[config.mk]
export PLATFORM = sky130hd
export DESIGN_NAME = sram256x8_host_ctrl
export DESIGN_NICKNAME = d
export VERILOG_FILES = /design/src/rtl/sram256x8_host_ctrl.sv
export SDC_FILE = /design/constraint.sdc
export NUM_CORES = 1
export LEC_CHECK = 0
export CORE_MARGIN = 1
export CORE_UTILIZATION = 37
export DETAILED_ROUTE_END_ITERATION = 10
export GPL_TIMING_DRIVEN = 1
export PLACE_DENSITY = 0.83
export REMOVE_ABC_BUFFERS = 1
export SYNTH_ARGS = -nofsm -noshare
export SYNTH_HDL_FRONTEND = slang
export SYNTH_SLANG_ARGS = --single-unit
[constraint.sdc]
create_clock -name CLK -period 3.5 [get_ports CLK]
set_clock_uncertainty 0.1 [all_clocks]
set_input_delay 0.7 -clock CLK [delete_from_list [all_inputs] [get_ports CLK]]
set_output_delay 0.7 -clock CLK [all_outputs]
set_load 0.03 [all_outputs]
[src/rtl/sram256x8_host_ctrl.sv]
`timescale 1ns/1ps
// sram256x8_host_ctrl
// Initiator-side controller for the 256x8 bit-maskable SRAM macro.
//
// Host request channel (valid/ready): a request transfers on a rising edge
// where req_valid & req_ready are both 1. The host holds req_* stable while
// req_valid is 1 and req_ready is 0. req_ready may fall at any time and
// never depends on req_valid.
// Response channel (valid/ready): read data transfers on a rising edge where
// resp_valid & resp_ready are both 1. resp_valid and resp_rdata stay stable
// until that edge.
//
// Ports:
//   CLK, RESETN            clock (shared with the macro), async active-low reset
//   req_valid/req_ready    host request handshake
//   req_write              1 = masked write, 0 = read
//   req_addr/req_wdata     word address and write data
//   req_wmask              per-bit write enable, active high
//   resp_valid/resp_ready  read response handshake
//   resp_rdata             read data
//   clr_start              one-cycle request to clear the whole array
//   clr_busy               clear sequence in progress
//   clr_done               one-cycle pulse after the last clear write
//   sram_cen/gwen/wen      macro controls, active low
//   sram_a/sram_d          macro address and data in
//   sram_q                 macro data out (valid after the read edge)
//   dbg_state              {rd_inflight, fsm state (1 = CLEAR)}
module sram256x8_host_ctrl #(
  parameter int unsigned ADDR_W = 8,
  parameter int unsigned DATA_W = 8,
  parameter logic [DATA_W-1:0] CLEAR_VAL = '0
) (
  input  logic              CLK,
  input  logic              RESETN,
  input  logic              req_valid,
  output logic              req_ready,
  input  logic              req_write,
  input  logic [ADDR_W-1:0] req_addr,
  input  logic [DATA_W-1:0] req_wdata,
  input  logic [DATA_W-1:0] req_wmask,
  output logic              resp_valid,
  input  logic              resp_ready,
  output logic [DATA_W-1:0] resp_rdata,
  input  logic              clr_start,
  output logic              clr_busy,
  output logic              clr_done,
  output logic              sram_cen,
  output logic              sram_gwen,
  output logic [DATA_W-1:0] sram_wen,
  output logic [ADDR_W-1:0] sram_a,
  output logic [DATA_W-1:0] sram_d,
  input  logic [DATA_W-1:0] sram_q,
  output logic [1:0]        dbg_state
);

  typedef enum logic {
    ST_IDLE  = 1'b0,
    ST_CLEAR = 1'b1
  } state_t;

  localparam logic [ADDR_W-1:0] CNT_LAST = '1;

  state_t            state_q;
  state_t            state_d;
  logic              rd_inflight_q;
  logic              resp_valid_q;
  logic [DATA_W-1:0] resp_rdata_q;
  logic              clr_done_q;
  logic [ADDR_W-1:0] cnt_q;

  logic accept;
  logic clr_go;
  logic clr_last;
  logic resp_take;

  // A read in flight or an un-taken response blocks new requests, so the
  // single response register can never be overwritten. Gating with RESETN
  // keeps the host from seeing ready while the block is held in reset.
  assign req_ready = RESETN
                   & (state_q == ST_IDLE)
                   & ~clr_start
                   & ~rd_inflight_q
                   & (~resp_valid_q | resp_ready);

  assign accept    = req_valid & req_ready;
  // Clear only starts when no read is still waiting for its sram_q capture.
  assign clr_go    = clr_start & (state_q == ST_IDLE) & ~rd_inflight_q;
  assign clr_last  = (state_q == ST_CLEAR) & (cnt_q == CNT_LAST);
  assign resp_take = resp_valid_q & resp_ready;

  // Next-state logic
  always_comb begin
    state_d = state_q;
    case (state_q)
      ST_IDLE: begin
        if (clr_go) begin
          state_d = ST_CLEAR;
        end
      end
      ST_CLEAR: begin
        if (clr_last) begin
          state_d = ST_IDLE;
        end
      end
      default: state_d = ST_IDLE;
    endcase
  end

  // SRAM pin drive. Pins default to the idle pattern; an access is either a
  // clear write or the request being accepted in this very cycle. RESETN
  // gating makes the idle pattern appear as soon as reset asserts.
  always_comb begin
    sram_cen  = 1'b1;
    sram_gwen = 1'b1;
    sram_wen  = '1;
    sram_a    = '0;
    sram_d    = '0;
    if (RESETN && (state_q == ST_CLEAR)) begin
      sram_cen  = 1'b0;
      sram_gwen = 1'b0;
      sram_wen  = '0;
      sram_a    = cnt_q;
      sram_d    = CLEAR_VAL;
    end else if (accept) begin
      sram_cen = 1'b0;
      sram_a   = req_addr;
      if (req_write) begin
        sram_gwen = 1'b0;
        sram_wen  = ~req_wmask;
        sram_d    = req_wdata;
      end
    end
  end

  // FSM state register
  always_ff @(posedge CLK or negedge RESETN) begin
    if (!RESETN) begin
      state_q <= ST_IDLE;
    end else begin
      state_q <= state_d;
    end
  end

  // Clear address counter; wraps back to 0 after the last word.
  always_ff @(posedge CLK or negedge RESETN) begin
    if (!RESETN) begin
      cnt_q <= '0;
    end else if (clr_go) begin
      cnt_q <= '0;
    end else if (state_q == ST_CLEAR) begin
      cnt_q <= cnt_q + 1'b1;
    end
  end

  // clr_done is a registered copy of "last clear write this edge", so it is
  // high for exactly the one cycle after the final write.
  always_ff @(posedge CLK or negedge RESETN) begin
    if (!RESETN) begin
      clr_done_q <= 1'b0;
    end else begin
      clr_done_q <= clr_last;
    end
  end

  // Read pipeline: the accept edge launches the macro read, the following
  // edge captures sram_q into the response register.
  always_ff @(posedge CLK or negedge RESETN) begin
    if (!RESETN) begin
      rd_inflight_q <= 1'b0;
    end else begin
      rd_inflight_q <= accept & ~req_write;
    end
  end

  // A capture and a take on the same edge keep resp_valid high with new data.
  always_ff @(posedge CLK or negedge RESETN) begin
    if (!RESETN) begin
      resp_valid_q <= 1'b0;
      resp_rdata_q <= '0;
    end else if (rd_inflight_q) begin
      resp_valid_q <= 1'b1;
      resp_rdata_q <= sram_q;
    end else if (resp_take) begin
      resp_valid_q <= 1'b0;
    end
  end

  assign resp_valid = resp_valid_q;
  assign resp_rdata = resp_rdata_q;
  assign clr_busy   = (state_q == ST_CLEAR);
  assign clr_done   = clr_done_q;
  assign dbg_state  = {rd_inflight_q, state_q == ST_CLEAR};

endmodule
== After elaboration in Yosys (flattened, before gate mapping) ==
Index checks and enable logic that the tools add are counted.
Operators by class
  $add $sub $neg: 1
  multipliers: 0
  divide/modulo/power cells: 0
  magnitude comparators: 0
  equality and inequality tests: 1
  shift-type cells: 0
  muxes and demuxes: 20
  bitwise gates (word level): 17
  reductions and logical operators: 3
Operators with widths (count)
  8-bit 2-to-1 mux: 10
  1-bit AND: 10
  1-bit 2-to-1 mux: 9
  8-bit by 1-bit adder with 8-bit output, second input constant: 1
  8-bit equality test, second input constant: 1
  8-bit NOT: 1
  1-bit NOT: 5
  2-bit nonzero test: 2
  1-bit one-hot mux with 2 select lines: 1
  1-bit logical AND: 1
  1-bit bitwise OR: 1
Word-level totals
  register bits after elaboration: 20
  latch bits: 0
  memory bits (writable): 0
  memory bits (read-only): 0
  input port bits: 38
  output and inout bits: 40
  word-level logic and storage cells: 48
  memories: 0

== Logic depth before layout (Yosys ltp) ==
Gate-level depths: netlist of the first run.
  word-level depth: 8
  mapped depth: 5
  depth with buffers taken out: 4

== Worst setup path before layout of the first run ==
OpenSTA, ideal clock, no wires.
  kind: input-to-output
  start: in RESETN
  end: out sram_wen[0]
  arrival: 1821 ps
  required time: 2700 ps
  path slack: 879 ps
  stages on the path: 5
  path buffers: 2
  cell sequence: nor4b_2 > and4_1 > buf_4 > buf_6 > a21oi_1
Between the ends
  cells in the longest elaborated chain, start to end: 7
  elaborated cells between the ends (all ways): 8
  those cells by class: mux: 2; bitwise: 5; reduce/logical: 1
Ends and longest elaborated chain
  start, declared: RTL line 34  | input logic RESETN,
  1-bit AND: RTL line 80  | & (state_q == ST_IDLE)
  1-bit AND: RTL line 81  | & ~clr_start
  1-bit AND: RTL line 82  | & ~rd_inflight_q
  1-bit AND: RTL line 83  | & (~resp_valid_q | resp_ready);
  1-bit AND: RTL line 85  | assign accept = req_valid & req_ready;
  8-bit 2-to-1 mux: RTL line 124  | end else if (accept) begin
  8-bit 2-to-1 mux (*): RTL line 118  | if (RESETN && (state_q == ST_CLEAR)) begin
  end, declared: RTL line 49  | output logic [DATA_W-1:0] sram_wen,
Mark *: on every way between the ends. The rest lies on a longest branch, timed or not.

== Worst setup path in the final report of the first run ==
  start: in RESETN
  end: out sram_wen[4]
Same word-level chain as after synthesis.

==> results of run 1 <==
==> layer usage <==
| layer | vias to the layer above | global-route usage, % |
|---|---|---|
| met3 | 4 | 5.349 |
| met1 | 508 | 21.71 |
| met2 | 66 | 36.22 |
| li1 | 527 | - |
| met5 | - | 0 |
| met4 | 0 | 5.923 |
==> registers in the layout, indices dropped and copies added (netlist names) <==
| register | flops |
|---|---|
| rd_inflight_q | 1 |
| resp_rdata | 8 |
| clr_busy | 1 |
| clr_done | 1 |
| cnt_q | 8 |
| resp_valid | 1 |
==> final timing paths <==
path | startpoint | to | cells past startpoint
worst max-delay path | RESETN | sram_wen[4] | 5
max in group asynchronous | RESETN | resp_rdata[6] | 2
worst max register to register | rd_inflight_q | cnt_q[6] | 4
worst min-delay path | resp_rdata[4] | resp_rdata[4] | 1
worst min register to register | resp_rdata[4] | resp_rdata[4] | 1
min in group asynchronous | RESETN | rd_inflight_q | 2
==> cell type report <==
type | count | area (um2)
Sequential cell | 20 | 500.5
Timing Repair Buffer | 85 | 788.3
Clock buffer | 3 | 22.52
Fill cell | 213 | 897.1
Multi-Input combinational cell | 73 | 510.5
Tap cell | 31 | 38.79
==> cells by family (layout without fill, tap and decap cells) <==
| kind of cell | Yosys count | after routing | share of synthesized area [%] |
|---|---|---|---|
| XOR/XNOR | 2 | 2 | 1.623 |
| AND/OR/NAND/NOR | 35 | 35 | 18.77 |
| flip-flops | 20 | 20 | 46.35 |
| multiplexers | 9 | 9 | 9.270 |
| adder cells (fa/ha/maj) | 1 | 1 | 1.159 |
| buffers and inverters | 11 | 88 | 6.488 |
| AO/OA/AOI/OAI | 26 | 26 | 16.34 |
==> placed cells by master, fill, tap and decap left out, types with 2 or more instances in the layout <==
cell,Yosys,final
buf_4,4,25
nand2b_1,2,2
o211ai_1,3,3
o21ai_0,4,4
clkdlybuf4s50_1,0,60
a21oi_1,7,7
nand4_1,4,4
a22o_1,8,8
nand3_1,2,2
and2_1,11,11
nor2_1,3,3
dfrtp_1,20,20
o31ai_1,3,3
clkbuf_4,0,3
mux2_2,8,8
nand2_1,8,8
==> power by group through the flow <==
| stage | Sequential (mW) | Combinational [mW] | Clock (mW) |
|---|---|---|---|
| 3_3_place_gp | 0.331 | 0.356 | 0 |
| 6_report | 0.332 | 0.365 | 0.105 |
| 2_1_floorplan | 0.362 | 0.170 | 0 |
| 3_5_place_dp | 0.336 | 0.366 | 0 |
| 5_1_grt | 0.340 | 0.392 | 0.111 |
| 4_1_cts | 0.331 | 0.368 | 0.108 |
==> cell usage after synthesis <==
cell / number
dfrtp_1: 20
and2_1: 11
a22o_1: 8
mux2_2: 8
nand2_1: 8
a21oi_1: 7
buf_2: 5
buf_4: 4
nand4_1: 4
o21ai_0: 4
nor2_1: 3
o211ai_1: 3
o31ai_1: 3
nand2b_1: 2
nand3_1: 2
a31oi_1: 1
and3_1: 1
and4_1: 1
buf_6: 1
clkbuf_1: 1
ha_1: 1
mux2i_1: 1
nor2b_1: 1
nor4b_2: 1
or3b_1: 1
xnor2_1: 1
xor2_1: 1
==> through the flow <==
stage          instance area, um2  hold slack, ns
6_report                     1861          0.4172
5_1_grt                      1861          0.4397
4_1_cts                      1859          0.4202
3_5_place_dp                 1837          0.4004
3_3_place_gp                 1837          0.3891
2_1_floorplan                1010          0.3044
==> impl_metrics.toml, run 1 <==
[timing]
fin_ws_ns = 0.1357
setup-tns-final_ns = 0
fin_crit_sh_pct = 96.12
hold_violations = 0
grt_setup_unrepaired = "no"
slew_violations = 0
slew-limit-headroom_pct = 74.93
tightest_slew_ns = 0.3760
fin_crit_ns = 3.364
fmax_ghz = 0.2972
setup_viol = 0

[pwr]
p_sw_mw = 0.3077
p_leak_nw = 0.8343
p_sw_share_pct = 38.40
power_mw = 0.8013
internal_power_mw = 0.4935
irDropWorstVdd_mv = 0.3191
power_frac_comb_pct = 45.5
clkPwrFrac_pct = 13.1
p_seq_share_pct = 41.4
power.density_nw_per_um2 = 430.7

[place]
pre_cts_ws_ns = 0.06213
dp.cells = 209
dp_hpwl_um = 2425
portBuffers = 77
gp_congestion = 0.8152

[critical_path]
path_cells = "clkdlybuf4s50_1 -> nor4b_2 -> and4_2 -> a21oi_1 -> clkdlybuf4s50_1"
setup.worst_path.start_class = "input pin"
slowest_stage = "clkdlybuf4s50_1"
max_stage_delay_ns = 0.61
r2r_slack_ns = 1.89
cp.required_ns = 2.70
end_kind = "output port"
cp_num_buf_inv = 2
timing.critical_path.mode_cell = "clkdlybuf4s50_1"
arrival_ns = 2.56
worst_path_dominant_cell_family = "buffers and inverters"
critPathKind = "in -> out"
worst-path-max-fanout = 9

[floorplan]
core_area_um2 = 2758
num_rows = 19
fp.dieW_um = 56.02
start_util_pct = 39.16
die_y_um = 56.02
die-area_um2 = 3138
io_pins = 78

[cells_and_area]
antenna_cells = 0
fin_cells = 212
final_util_pct = 67.47
final_net_count = 222
final_layout_size_suffix_gt1_share_pct = 20.99
areaGrowthSynthToFinish_pct = 72.31

[clocking]
post_cts_buffers = 0
clk_pin_slew_ns = 0.10
numClockSinks = 20
clockBufferDepth = 2
hold_buffers = 0
insertion_delay_ns = 0.29
cts_tree = "built"
numCtsBuffers = 3
clk_root_buffer_cell = "clkbuf_4"
htreeDepth = 1
postCtsResizedCells = 0

[global_routing]
antenna_found_initial = 0
grt_usage_pct = 19.62
grt_pass1_vias = 1112
grt_max_degree = 18
grt_pass1_wl_um = 4933
overflow = 0

[detailed_routing]
viasPerCell = 5.212
vias = 1105
wl_met2_um = 1578
drt-total-wl_um = 3076
wl_met1_um = 1198
drtIter0Drc = 53
drtAntennaViolNets = 0
highest_layer = "met4"
drcViolationCount = 0
met3_wirelength_um = 284
firstDrtPassIters = 4
route.detailed.wl_per_inst_um = 14.51

[job]
drv_cap = 0

[synthesis]
postSynthAreaPerCell_um2 = 10.38
yosys.area.top_type = "dfrtp_1"
synth_area_leaders = "dfrtp_1, mux2_2, a22o_1"
syn_area_um2 = 1080
ys_types = 27
synthCells = 104
synth_warnings = 0
synth_top_area_share_pct = 46.35
ys_ff_latch = 20
yosysSeqAreaShare_pct = 46.35

[outcome]
status = "completed"

[worst_hold_path]
hold_class = "reg -> reg"
Note: power is estimated with default switching activity, not from simulation.
==> run 2: changes to the inputs <==
- CORE_ASPECT_RATIO: unset -> 1.75
- PLACE_DENSITY: 0.83 -> 0.84
==> impl_metrics.toml, run 2 (same netlist as run 1, synthesis figures left out) <==
[timing]
fmax_ghz = 0.2960
slew_violations = 0
slew-limit-headroom_pct = 66.67
fin_crit_ns = 3.379
setup_viol = 0
setup-tns-final_ns = 0
hold_violations = 0
tightest_slew_ns = 0.4999
fin_crit_sh_pct = 96.54
grt_setup_unrepaired = "no"

[cells_and_area]
regArea_um2 = 500.5
fillCellCount = 216
multi_input_area_um2 = 510.5
areaGrowthSynthToFinish_pct = 73.35
layout_common_cells = "clkdlybuf4s50_1, buf_4, dfrtp_1"
antenna_cells = 0
final_common_cell = "clkdlybuf4s50_1"
final_layout_size_suffix_gt1_share_pct = 20.56
final_net_count = 221
fin_cells = 207

[critical_path]
worst-path-max-fanout = 10
cp.required_ns = 2.70
end_kind = "output port"
arrival_ns = 2.58
critPathKind = "in -> out"
path_cells = "clkdlybuf4s50_1 -> nor4b_2 -> and4_2 -> a21oi_1 -> clkdlybuf4s50_1"
setup.worst_path.start_class = "input pin"
worst_path_dominant_cell_family = "buffers and inverters"
slowest_stage = "clkdlybuf4s50_1"
timing.critical_path.mode_cell = "clkdlybuf4s50_1"
max_stage_delay_ns = 0.62
cp_num_buf_inv = 2

[pwr]
p_sw_mw = 0.3134
internal_power_mw = 0.5291
p_seq_share_pct = 39.7
irDropWorstVdd_mv = 0.4086
p_sw_share_pct = 37.20
power_frac_comb_pct = 42.7
power.density_nw_per_um2 = 450.1
clkPwrFrac_pct = 17.5
p_leak_nw = 0.8537

[place]
gp_congestion = 0.7672
dp.cells = 204
dp_hpwl_um = 2479
portBuffers = 77

[floorplan]
die_y_um = 73.47
fp.dieW_um = 42.84
die-area_um2 = 3147
num_rows = 25
start_util_pct = 39.68
core_area_um2 = 2721
io_pins = 78

[detailed_routing]
firstDrtPassIters = 4
drtAntennaViolNets = 0
viasPerCell = 5.512
drcViolationCount = 0
drt-total-wl_um = 3105
drtIter0Drc = 15
vias = 1141
route.detailed.wl_per_inst_um = 15.00

[clocking]
numCtsBuffers = 3
cts_tree = "built"
postCtsResizedCells = 0
clockBufferDepth = 2
insertion_delay_ns = 0.26
clk_root_buffer_cell = "clkbuf_8"
post_cts_buffers = 0
numClockSinks = 20
clk_pin_slew_ns = 0.06
hold_buffers = 0
htreeDepth = 1

[outcome]
status = "completed"

[global_routing]
grt_usage_pct = 20.67
antenna_found_initial = 0
overflow = 0
grt_pass1_wl_um = 5043
grt_pass1_vias = 1223
grt_max_degree = 16

[worst_hold_path]
hold_class = "reg -> reg"

[job]
drv_cap = 0
[run 2: layer usage]
metal | part of all wire (%) | track usage (%) | vias up
met3 | 12 | 6.880 | 5
met4 | 1.3 | 9.028 | 0
met2 | 52 | 38.72 | 75
li1 | - | - | 523
met1 | 34 | 19.68 | 538
met5 | 0 | 0 | -
[run 2: cell type report]
class	instances	share of cell area (%)
Sequential cell	20	26.74
Tap cell	27	1.805
Timing Repair Buffer	84	41.98
Multi-Input combinational cell	73	27.27
Clock buffer	3	2.206
[run 2: power groups by stage]
stage / Combinational [mW] / Clock (mW) / Sequential, mW
floorplan: 0.170 / 0 / 0.362
global placement: 0.350 / 0 / 0.338
detailed placement: 0.360 / 0 / 0.339
CTS: 0.363 / 0.150 / 0.335
global route: 0.392 / 0.158 / 0.344
finish: 0.360 / 0.148 / 0.335
[run 2: stage by stage]
stage          hold WS [ns]  utilization [%]  setup slack, ns  total power [mW]  area (um2)
6_report             0.4063            68.78           0.1212            0.8424        1872
4_1_cts              0.4101            68.55          0.01227            0.8477        1866
3_5_place_dp         0.3952            67.03          0.01746            0.6996        1824
3_3_place_gp         0.3928            67.03          0.06803            0.6872        1824
2_1_floorplan        0.3044                -           0.8554            0.5323        1010
5_1_grt              0.4313            68.78         0.003469            0.8940        1872
[run 2: worst paths after layout]
| check | end | depth (start not counted) | start | slack, ns |
|---|---|---|---|---|
| worst min-delay path | resp_rdata[0] | 1 | resp_rdata[0] | 0.41 |
| min in group asynchronous | cnt_q[6] | 2 | RESETN | 0.67 |
| worst max-delay path | sram_wen[4] | 5 | RESETN | 0.12 |
| worst min register to register | resp_rdata[0] | 1 | resp_rdata[0] | 0.41 |
| max in group asynchronous | resp_rdata[7] | 2 | RESETN | 2.40 |
| worst max register to register | rd_inflight_q | 4 | clr_busy | 1.83 |
